### src/rtl/pipe_hazard_ctrl_pkg.sv
// Shared constants and types for the pipeline hazard controller.
package hazard_pkg;

   localparam int ST_W     = 3;
   localparam int NSRC_DEF = 2;

   typedef logic [ST_W-1:0] stage_idx_t;

   // Source 1 (DCache) sits at stage 2; source 0 (ICache) is always stage 0.
   localparam logic [NSRC_DEF*ST_W-1:0] SRC_STAGE_DEF = {3'd2, 3'd0};

   localparam int SRC_ICACHE = 0;
   localparam int SRC_DCACHE = 1;

   typedef enum logic {
      KILL_IDLE = 1'b0,
      KILL_PEND = 1'b1
   } kill_state_e;

endpackage

### src/rtl/pipe_hazard_ctrl_if.sv
// Handshake bundle between the pipeline and the hazard controller.
interface pipe_hazard_ctrl_if #(
   parameter int NSTAGE = 5,
   parameter int NSRC   = 2,
   parameter int CNT_W  = 32
);
   logic [NSRC-1:0]   src_valid;
   logic [NSRC-1:0]   src_ready;
   logic              redirect;
   logic              redirect_ack;
   logic              pc_stall;
   logic [NSTAGE-1:0] stage_stall;
   logic [NSTAGE-1:0] stage_flush;
   logic [CNT_W-1:0]  stall_cycles;
   logic              watchdog;
   logic              wd_clear;

   modport master (
      output src_valid, src_ready, redirect, wd_clear,
      input  redirect_ack, pc_stall, stage_stall, stage_flush, stall_cycles, watchdog
   );

   modport slave (
      input  src_valid, src_ready, redirect, wd_clear,
      output redirect_ack, pc_stall, stage_stall, stage_flush, stall_cycles, watchdog
   );
endinterface

### src/rtl/pipe_hazard_ctrl_stall_cnt.sv
// Saturating stall-cycle counter plus busy-run watchdog.
module hazard_stall_cnt #(
   parameter int CNT_W   = 32,
   parameter int TIMEOUT = 1024
) (
   input  logic             clk,
   input  logic             rstn,
   input  logic             busy_i,
   input  logic             wd_clear_i,
   output logic [CNT_W-1:0] stall_cycles_o,
   output logic             watchdog_o
);

   localparam int RUN_W = (TIMEOUT > 2) ? $clog2(TIMEOUT) : 1;
   localparam logic [RUN_W-1:0] RUN_TOP = RUN_W'(TIMEOUT - 1);

   logic [CNT_W-1:0] stall_q, stall_d;
   logic [RUN_W-1:0] run_q, run_d;
   logic             wd_q, wd_d;

   // run_q counts down the busy cycles still allowed; RUN_TOP means an empty run.
   always_comb begin
      stall_d = stall_q;
      if (busy_i && (stall_q != '1)) begin
         stall_d = stall_q + CNT_W'(1);
      end

      run_d = run_q;
      wd_d  = wd_q;
      if (wd_clear_i) begin
         run_d = RUN_TOP;
         wd_d  = 1'b0;
      end else if (!busy_i) begin
         run_d = RUN_TOP;
      end else if (run_q == '0) begin
         wd_d = 1'b1;
      end else begin
         run_d = run_q - RUN_W'(1);
      end
   end

   always_ff @(posedge clk or negedge rstn) begin
      if (!rstn) begin
         stall_q <= '0;
         run_q   <= RUN_TOP;
         wd_q    <= 1'b0;
      end else begin
         stall_q <= stall_d;
         run_q   <= run_d;
         wd_q    <= wd_d;
      end
   end

   assign stall_cycles_o = stall_q;
   assign watchdog_o     = wd_q;

endmodule

### src/rtl/pipe_hazard_ctrl.sv
// Stall/flush controller: multi-source miss stalling, redirect handshake, wrong-path kill.
//   state     | meaning
//   KILL_IDLE | no wrong-path fetch outstanding
//   KILL_PEND | redirect taken during a fetch; drop that fetch when it lands in R[0]
module pipe_hazard_ctrl
   import hazard_pkg::*;
#(
   parameter int                    NSTAGE      = 5,
   parameter int                    NSRC        = 2,
   parameter int                    ST_W        = hazard_pkg::ST_W,
   parameter logic [NSRC*ST_W-1:0]  SRC_STAGE   = SRC_STAGE_DEF,
   parameter int                    REDIR_STAGE = 2,
   parameter int                    CNT_W       = 32,
   parameter int                    TIMEOUT     = 1024
) (
   input  logic               clk,
   input  logic               rstn,
   pipe_hazard_ctrl_if.slave  hz
);

   localparam logic [ST_W-1:0] REDIR_IDX = ST_W'(REDIR_STAGE);

   logic [NSRC-1:0]   busy;
   logic              any_busy;
   logic [ST_W-1:0]   d_stage;
   logic              ack;
   logic              kill_done;
   logic [NSTAGE-1:0] stall_raw, flush_raw;
   kill_state_e       state_q, state_d;

   assign busy     = hz.src_valid & ~hz.src_ready;
   assign any_busy = |busy;

   always_comb begin
      d_stage = '0;
      for (int i = 0; i < NSRC; i++) begin
         if (busy[i] && (SRC_STAGE[i*ST_W +: ST_W] > d_stage)) begin
            d_stage = SRC_STAGE[i*ST_W +: ST_W];
         end
      end
   end

   assign ack = hz.redirect & (~any_busy | (d_stage < REDIR_IDX));

   always_ff @(posedge clk or negedge rstn) begin
      if (!rstn) state_q <= KILL_IDLE;
      else       state_q <= state_d;
   end

   // A redirect landing while the fetch is still busy (re)arms the kill; completion drops it.
   always_comb begin
      state_d = state_q;
      case (state_q)
         KILL_IDLE: if (ack && busy[SRC_ICACHE])  state_d = KILL_PEND;
         KILL_PEND: if (!busy[SRC_ICACHE])        state_d = KILL_IDLE;
         default:                                 state_d = KILL_IDLE;
      endcase
   end

   always_comb begin
      kill_done = (state_q == KILL_PEND) && !busy[SRC_ICACHE];
      stall_raw = '0;
      flush_raw = '0;
      for (int j = 0; j < NSTAGE; j++) begin
         if (any_busy && (ST_W'(j) < d_stage))  stall_raw[j] = 1'b1;
         if (any_busy && (ST_W'(j) == d_stage)) flush_raw[j] = 1'b1;
         if (ack && (j < REDIR_STAGE))          flush_raw[j] = 1'b1;
      end
      if (kill_done) flush_raw[0] = 1'b1;
   end

   assign hz.redirect_ack = ack;
   assign hz.pc_stall     = any_busy & ~ack;
   assign hz.stage_stall  = stall_raw;
   assign hz.stage_flush  = flush_raw & ~stall_raw;

   hazard_stall_cnt #(
      .CNT_W   (CNT_W),
      .TIMEOUT (TIMEOUT)
   ) u_stall_cnt (
      .clk            (clk),
      .rstn           (rstn),
      .busy_i         (any_busy),
      .wd_clear_i     (hz.wd_clear),
      .stall_cycles_o (hz.stall_cycles),
      .watchdog_o     (hz.watchdog)
   );

endmodule

### src/flat_wrapper.sv
// flat-port wrapper written by rule: the top's interface ports become plain ports
module pipe_hazard_ctrl_flat import hazard_pkg::*;
#(
   parameter int                    NSTAGE      = 5,
   parameter int                    NSRC        = 2,
   parameter int                    ST_W        = hazard_pkg::ST_W,
   parameter logic [NSRC*ST_W-1:0]  SRC_STAGE   = SRC_STAGE_DEF,
   parameter int                    REDIR_STAGE = 2,
   parameter int                    CNT_W       = 32,
   parameter int                    TIMEOUT     = 1024
)
  (clk, rstn, hz_src_valid, hz_src_ready, hz_redirect, hz_wd_clear, hz_redirect_ack, hz_pc_stall, hz_stage_stall, hz_stage_flush, hz_stall_cycles, hz_watchdog);
  pipe_hazard_ctrl_if #(.NSTAGE(NSTAGE), .NSRC(NSRC), .CNT_W(CNT_W)) hz_i ();
  input  logic clk;
  input  logic rstn;
  input wire logic [$bits(hz_i.src_valid)-1:0] hz_src_valid;
  input wire logic [$bits(hz_i.src_ready)-1:0] hz_src_ready;
  input wire logic [$bits(hz_i.redirect)-1:0] hz_redirect;
  input wire logic [$bits(hz_i.wd_clear)-1:0] hz_wd_clear;
  output wire logic [$bits(hz_i.redirect_ack)-1:0] hz_redirect_ack;
  output wire logic [$bits(hz_i.pc_stall)-1:0] hz_pc_stall;
  output wire logic [$bits(hz_i.stage_stall)-1:0] hz_stage_stall;
  output wire logic [$bits(hz_i.stage_flush)-1:0] hz_stage_flush;
  output wire logic [$bits(hz_i.stall_cycles)-1:0] hz_stall_cycles;
  output wire logic [$bits(hz_i.watchdog)-1:0] hz_watchdog;
  assign hz_i.src_valid = hz_src_valid;
  assign hz_i.src_ready = hz_src_ready;
  assign hz_i.redirect = hz_redirect;
  assign hz_i.wd_clear = hz_wd_clear;
  assign hz_redirect_ack = hz_i.redirect_ack;
  assign hz_pc_stall = hz_i.pc_stall;
  assign hz_stage_stall = hz_i.stage_stall;
  assign hz_stage_flush = hz_i.stage_flush;
  assign hz_stall_cycles = hz_i.stall_cycles;
  assign hz_watchdog = hz_i.watchdog;
  pipe_hazard_ctrl #(.NSTAGE(NSTAGE), .NSRC(NSRC), .ST_W(ST_W), .SRC_STAGE(SRC_STAGE), .REDIR_STAGE(REDIR_STAGE), .CNT_W(CNT_W), .TIMEOUT(TIMEOUT)) u_core (.clk(clk), .rstn(rstn), .hz(hz_i));
endmodule
### config.mk
export PLATFORM = sky130hd
export DESIGN_NAME = pipe_hazard_ctrl_flat
export DESIGN_NICKNAME = d
export VERILOG_FILES = /design/src/rtl/pipe_hazard_ctrl_pkg.sv /design/src/rtl/pipe_hazard_ctrl_if.sv /design/src/rtl/pipe_hazard_ctrl_stall_cnt.sv /design/src/rtl/pipe_hazard_ctrl.sv /design/src/flat_wrapper.sv
export SDC_FILE = /design/constraint.sdc
export NUM_CORES = 1
export LEC_CHECK = 0
export ABC_AREA = 0
export CAP_MARGIN = 20
export CORE_MARGIN = 8
export CORE_UTILIZATION = 45
export DETAILED_ROUTE_END_ITERATION = 8
export GPL_ROUTABILITY_DRIVEN = 0
export PLACE_DENSITY = 0.84
export SYNTH_ARGS = -nofsm -noshare
export SYNTH_HDL_FRONTEND = slang
export SYNTH_SLANG_ARGS = --single-unit
### constraint.sdc
create_clock -name clk -period 3.3 [get_ports clk]
set_input_delay 0.495 -clock clk [delete_from_list [all_inputs] [get_ports clk]]
set_output_delay 0.495 -clock clk [all_outputs]
set_load 0.01 [all_outputs]
==> results.py, run 1 <==
metrics = {
    "status": {
        "outcome": "finished clean",
    },
    "setup_path": {
        "critPathMaxFanout": 8,
        "reg2regPathDepth": 5,
        "cp_top_family": "buffers and inverters",
        "reg2reg_slack_ps": 1160,
        "critPathKind": "in -> out",
        "end_kind": "primary output",
        "crit_arrival_ps": 2150,
        "cp_cell_sequence": "clkdlybuf4s50_1 -> nand2b_1 -> and2_1 -> nor2_1 -> clkdlybuf4s50_1",
        "critPathSlowestCell": "clkdlybuf4s50_1",
        "slowest_delay_ps": 490,
        "cp_common_cell": "clkdlybuf4s50_1",
        "crit_buf_inv": 2,
        "r2r-end": "u_core.u_stall_cnt.stall_cycles_o[11]$_DFFE_PN0P_",
        "reg2reg_from": "u_core.u_stall_cnt.stall_cycles_o[26]$_DFFE_PN0P_",
        "start_kind": "input port",
        "cp.required_ps": 2800,
    },
    "synthesis": {
        "syn_area_mm2": 0.00233,
        "synth_area_per_cell_um2": 10.4,
        "async_flop_share": 1.00,
        "ys_types": 43,
        "netlist_instances": 224,
        "seq_area_frac_synth": 0.478,
        "ys_seq_elements": 44,
        "ys.flop_type": "dfrtp_1",
        "synth_warnings": 0,
        "synth_edf_count": 0,
    },
    "clock_tree": {
        "clock_latency_ps": 290,
        "clock_sinks": 44,
        "cts_tree": "done",
        "hold_buffers": 0,
        "clk_pin_slew_ps": 70,
        "cts_resized": 0,
        "cts_max_level": 2,
        "root_buffer": "clkbuf_8",
        "cts_setup_buffers": 0,
        "cts_buffers": 5,
        "cts_max_path_buffers": 2,
    },
    "sta": {
        "fin_ws_ps": 651,
        "period_needed_ps": 2650,
        "skew_ps": 4.55,
        "fmax_mhz": 378,
        "setup_tns_ps": 0,
        "finalSetupViolCount": 0,
        "finalHoldViolCount": 0,
        "worstMarginPinSlew_ps": 950,
        "rsz0062_at_grt": "no",
        "slew_viol_final": 0,
        "max_slew_margin": 0.366,
        "post-route-period-util": 0.803,
    },
    "global_routing": {
        "grt.total_usage": 0.137,
        "antenna_found_initial": 0,
        "grt_pass1_wl_mm": 8.38,
        "overflow": 0,
        "grt_max_degree": 45,
        "grt_pass1_vias": 1766,
    },
    "routing": {
        "routed_via_density": 5.26,
        "firstDrtPassIters": 4,
        "totalWireLength_mm": 5.02,
        "vias": 1803,
        "wl_per_cell_um": 14.6,
        "drc": 0,
        "ant_nets": 0,
        "drt-initial-drc-count": 67,
    },
    "die": {
        "row_count": 26,
        "start_util": 0.462,
        "fp.dieH_um": 88.0,
        "coreArea_mm2": 0.00504,
        "die_area_mm2": 0.00774,
        "die_w_um": 88.0,
        "pin_count": 53,
    },
    "place": {
        "dp_slack_ps": 645,
        "io_buffers": 47,
        "hpwl_mm": 3.82,
    },
    "power_and_ir_drop": {
        "vdd_drop_max_mv": 0.402,
        "leakage_nw": 1.17,
        "power.density_mw_per_mm2": 414,
        "total_power_mw": 1.21,
    },
    "layout": {
        "syn_to_final_growth_pct": 25.3,
        "final_layout_size_suffix_gt1_frac": 0.125,
        "n_antenna_cell": 0,
        "final_net_count": 282,
        "nFillCells": 428,
    },
    "min_path": {
        "hp-class": "in -> async",
    },
    "flow_run": {
        "drv_cap": 0,
    },
}
power breakdown:
group,internal (mW),switching [mW],leakage [nW]
Sequential,0.582,0.0606,0.558
Clock,0.171,0.171,0.0455
Combinational,0.124,0.0997,0.568
routing by layer:
metal  share of wire  up-vias  GRT usage
met5               0        -          0
met4          0.0076        0     0.0438
met3           0.073        5     0.0507
met2            0.46       50      0.215
met1            0.46      876      0.170
li1                -      872          -
Yosys cell counts (2+ instances only):
cell type	instances	area (um2)
nand2b_1	3	18.8
and3_1	4	25.0
nand4_1	15	93.8
inv_1	7	26.3
nor4_4	2	42.5
o21ai_0	3	15.0
dfstp_2	10	263
and2_1	4	25.0
a21oi_1	4	20.0
buf_4	8	60.1
ha_1	2	25.0
nand2_1	19	71.3
nor2_1	19	71.3
dfrtp_1	34	851
xor2_1	11	96.3
mux2_2	4	45.0
nor4b_1	2	17.5
nor3_1	9	45.0
nor4_1	3	18.8
nand3_1	17	85.1
xnor2_1	22	193
cells in the final DEF, fill, tap and decap left out, types with 2 or more instances in the layout:
cell / count
a21oi_1: 4
and2_1: 4
and3_1: 4
clkbuf_1: 2
clkbuf_8: 6
clkdlybuf4s50_1: 46
conb_1: 5
dfrtp_1: 34
dfstp_2: 10
ha_1: 2
inv_1: 7
mux2_2: 4
nand2_1: 19
nand2b_1: 3
nand3_1: 17
nand4_1: 15
nor2_1: 19
nor3_1: 9
nor4_1: 3
nor4_4: 2
nor4b_1: 2
o21ai_0: 3
xnor2_1: 22
xor2_1: 11
sequential cells by signal, summed over array words and instances, names as in the netlist:
register / flops
u_core.u_stall_cnt.stall_cycles_o: 32
u_core.state_q: 1
u_core.u_stall_cnt.run_q: 10
u_core.u_stall_cnt.watchdog_o: 1
cells by family after synthesis:
| kind of cell | count (synthesis) | share of synthesized area |
|---|---|---|
| multiplexers | 4 | 0.0193 |
| flip-flops | 44 | 0.478 |
| other | 1 | 0.00161 |
| buffers and inverters | 17 | 0.0408 |
| adder cells (fa/ha/maj) | 2 | 0.0107 |
| AND/OR/NAND/NOR | 111 | 0.283 |
| XOR/XNOR | 33 | 0.124 |
| AO/OA/AOI/OAI | 12 | 0.0429 |
final cells by class:
| type | count | area (um2) | share of cell area |
|---|---|---|---|
| flip-flops and latches | 44 | 1110 | 0.381 |
| well taps | 70 | 87.6 | 0.0300 |
| repair buffers | 47 | 465 | 0.159 |
| clock buffers | 8 | 90.1 | 0.0308 |
| inverters | 7 | 26.3 | 0.00900 |
| multi-input cells | 167 | 1140 | 0.389 |
through the flow:
stage,hold WS (ps),util,std cells,cell area (um2)
CTS,376,0.579,343,2920
detailed placement,493,0.561,335,2830
global route,414,0.579,343,2920
finish,349,0.579,343,2920
floorplan,199,-,228,2350
global placement,483,0.561,335,2830
how the worst max path moves through the flow:
stage                                                  from                                      end  cells past startpoint
finish                                      hz_src_ready[0]                              hz_pc_stall                      5
global route                                hz_src_ready[0]                              hz_pc_stall                      5
CTS                                         hz_src_ready[0]                              hz_pc_stall                      5
detailed placement                          hz_src_ready[0]                              hz_pc_stall                      5
global placement                            hz_src_ready[0]                              hz_pc_stall                      5
floorplan           u_core.u_stall_cnt.run_q[0]$_DFFE_PN1P_  u_core.u_stall_cnt.run_q[3]$_DFFE_PN1P_                      7
Note: power is estimated with default switching activity, not from simulation.
==> inputs of run 2 (changes only) <==
==> constraint.sdc (replaced) <==
create_clock -name clk -period 2.5 [get_ports clk]
set_input_delay 0.375 -clock clk [delete_from_list [all_inputs] [get_ports clk]]
set_output_delay 0.375 -clock clk [all_outputs]
set_load 0.01 [all_outputs]
==> results.py, run 2 (synthesized netlist as in run 1, its figures left out) <==
metrics = {
    "min_path": {
        "hp-class": "in -> async",
    },
    "sta": {
        "finalSetupViolCount": 0,
        "worstMarginPinSlew_ps": 721,
        "setup_tns_ps": 0,
        "period_needed_ps": 2260,
        "finalHoldViolCount": 0,
        "whs_ps": 493,
        "slew_viol_final": 0,
        "rsz0062_at_grt": "no",
        "max_slew_margin": 0.513,
        "post-route-period-util": 0.906,
        "fmax_mhz": 442,
        "skew_ps": 6.75,
    },
    "setup_path": {
        "cp_cell_sequence": "clkdlybuf4s50_1 -> nand2b_1 -> and2_1 -> nor2_1 -> clkdlybuf4s50_1",
        "end_kind": "primary output",
        "cp_top_family": "buffers and inverters",
        "slowest_delay_ps": 540,
        "crit_buf_inv": 2,
        "critPathMaxFanout": 5,
        "start_kind": "input port",
        "cp_common_cell": "clkdlybuf4s50_1",
        "cp.required_ps": 2120,
        "crit_arrival_ps": 1890,
        "critPathSlowestCell": "clkdlybuf4s50_1",
        "critPathKind": "in -> out",
    },
    "clock_tree": {
        "root_buffer": "clkbuf_8",
        "clk_pin_slew_ps": 80,
        "cts_setup_buffers": 0,
        "clock_latency_ps": 300,
        "cts_resized": 0,
        "cts_max_path_buffers": 2,
        "clock_sinks": 44,
        "hold_buffers": 1,
        "cts_max_level": 2,
        "cts_buffers": 5,
        "cts_tree": "done",
    },
    "global_routing": {
        "grt_max_degree": 33,
        "grt_pass1_vias": 1895,
        "overflow": 0,
        "grt_pass1_wl_mm": 8.80,
        "antenna_found_initial": 0,
        "grt.total_usage": 0.145,
    },
    "routing": {
        "firstDrtPassIters": 4,
        "vias": 1827,
        "totalWireLength_mm": 5.18,
        "drt-initial-drc-count": 97,
        "wl_per_cell_um": 14.8,
        "drc": 0,
        "routed_via_density": 5.22,
        "ant_nets": 0,
    },
    "layout": {
        "largest_register_ffs": 32,
        "layout_common_cells": "clkdlybuf4s50_1 (46), dfrtp_1 (34), xnor2_1 (22)",
        "final_layout_size_suffix_gt1_frac": 0.150,
        "syn_to_final_growth_pct": 29.2,
        "n_antenna_cell": 0,
        "instances_no_fill": 350,
        "final_common_cell": "clkdlybuf4s50_1",
        "finish.utilization": 0.597,
        "final_net_count": 289,
    },
    "die": {
        "start_util": 0.462,
        "die_w_um": 88.0,
        "die_area_mm2": 0.00774,
        "fp.dieH_um": 88.0,
        "row_count": 26,
        "pin_count": 53,
        "coreArea_mm2": 0.00504,
    },
    "place": {
        "dp_cells": 341,
        "hpwl_mm": 3.92,
        "io_buffers": 47,
    },
    "power_and_ir_drop": {
        "leakage_nw": 1.23,
        "total_power_mw": 1.75,
        "power.density_mw_per_mm2": 581,
        "vdd_drop_max_mv": 0.705,
    },
    "flow_run": {
        "drv_cap": 0,
    },
    "status": {
        "outcome": "finished clean",
    },
}
## run 2: through the flow
step | setup WS [ps] | area [um2]
floorplan | 611 | 2350
global placement | 262 | 2880
detailed placement | 233 | 2880
CTS | 227 | 3010
global route | 115 | 3010
finish | 236 | 3010
## run 2: final cells by class
type	count	area, um2
timing repair buffer	54	520
sequential	44	1110
clock inverter	1	30.0
tap	70	87.6
clock buffer	7	96.3
inverter	7	26.3
multi-input combinational	167	1140
fill	424	2030
## run 2: path summary, 6_finish.rpt
path,slack (ps),end,start,cells after the start
setup reg to reg,310,u_core.u_stall_cnt.stall_cycles_o[11]$_DFFE_PN0P_,u_core.u_stall_cnt.stall_cycles_o[0]$_DFFE_PN0P_,6
hold reg to reg,510,u_core.u_stall_cnt.watchdog_o$_DFFE_PN0P_,u_core.u_stall_cnt.watchdog_o$_DFFE_PN0P_,2
hold / removal,490,u_core.u_stall_cnt.stall_cycles_o[21]$_DFFE_PN0P_,rstn,2
setup / recovery,240,hz_pc_stall,hz_src_ready[1],5
min in group clk,510,u_core.u_stall_cnt.watchdog_o$_DFFE_PN0P_,u_core.u_stall_cnt.watchdog_o$_DFFE_PN0P_,2
max in group asynchronous,1270,u_core.u_stall_cnt.run_q[5]$_DFFE_PN1P_,rstn,3
## run 2: layer usage
layer | GRT usage | vias up | share of wire
met5 | 0 | - | 0
met4 | 0.0578 | 0 | 0.014
met3 | 0.0516 | 8 | 0.066
met2 | 0.228 | 50 | 0.47
met1 | 0.177 | 883 | 0.45
li1 | - | 886 | -
## run 2: power by group
group	internal, mW	switching (mW)	leakage [nW]	total [mW]
combinational	0.173	0.136	0.603	0.308
clock	0.353	0.242	0.0645	0.594
sequential	0.768	0.0803	0.558	0.848
total	1.29	0.458	1.23	1.75
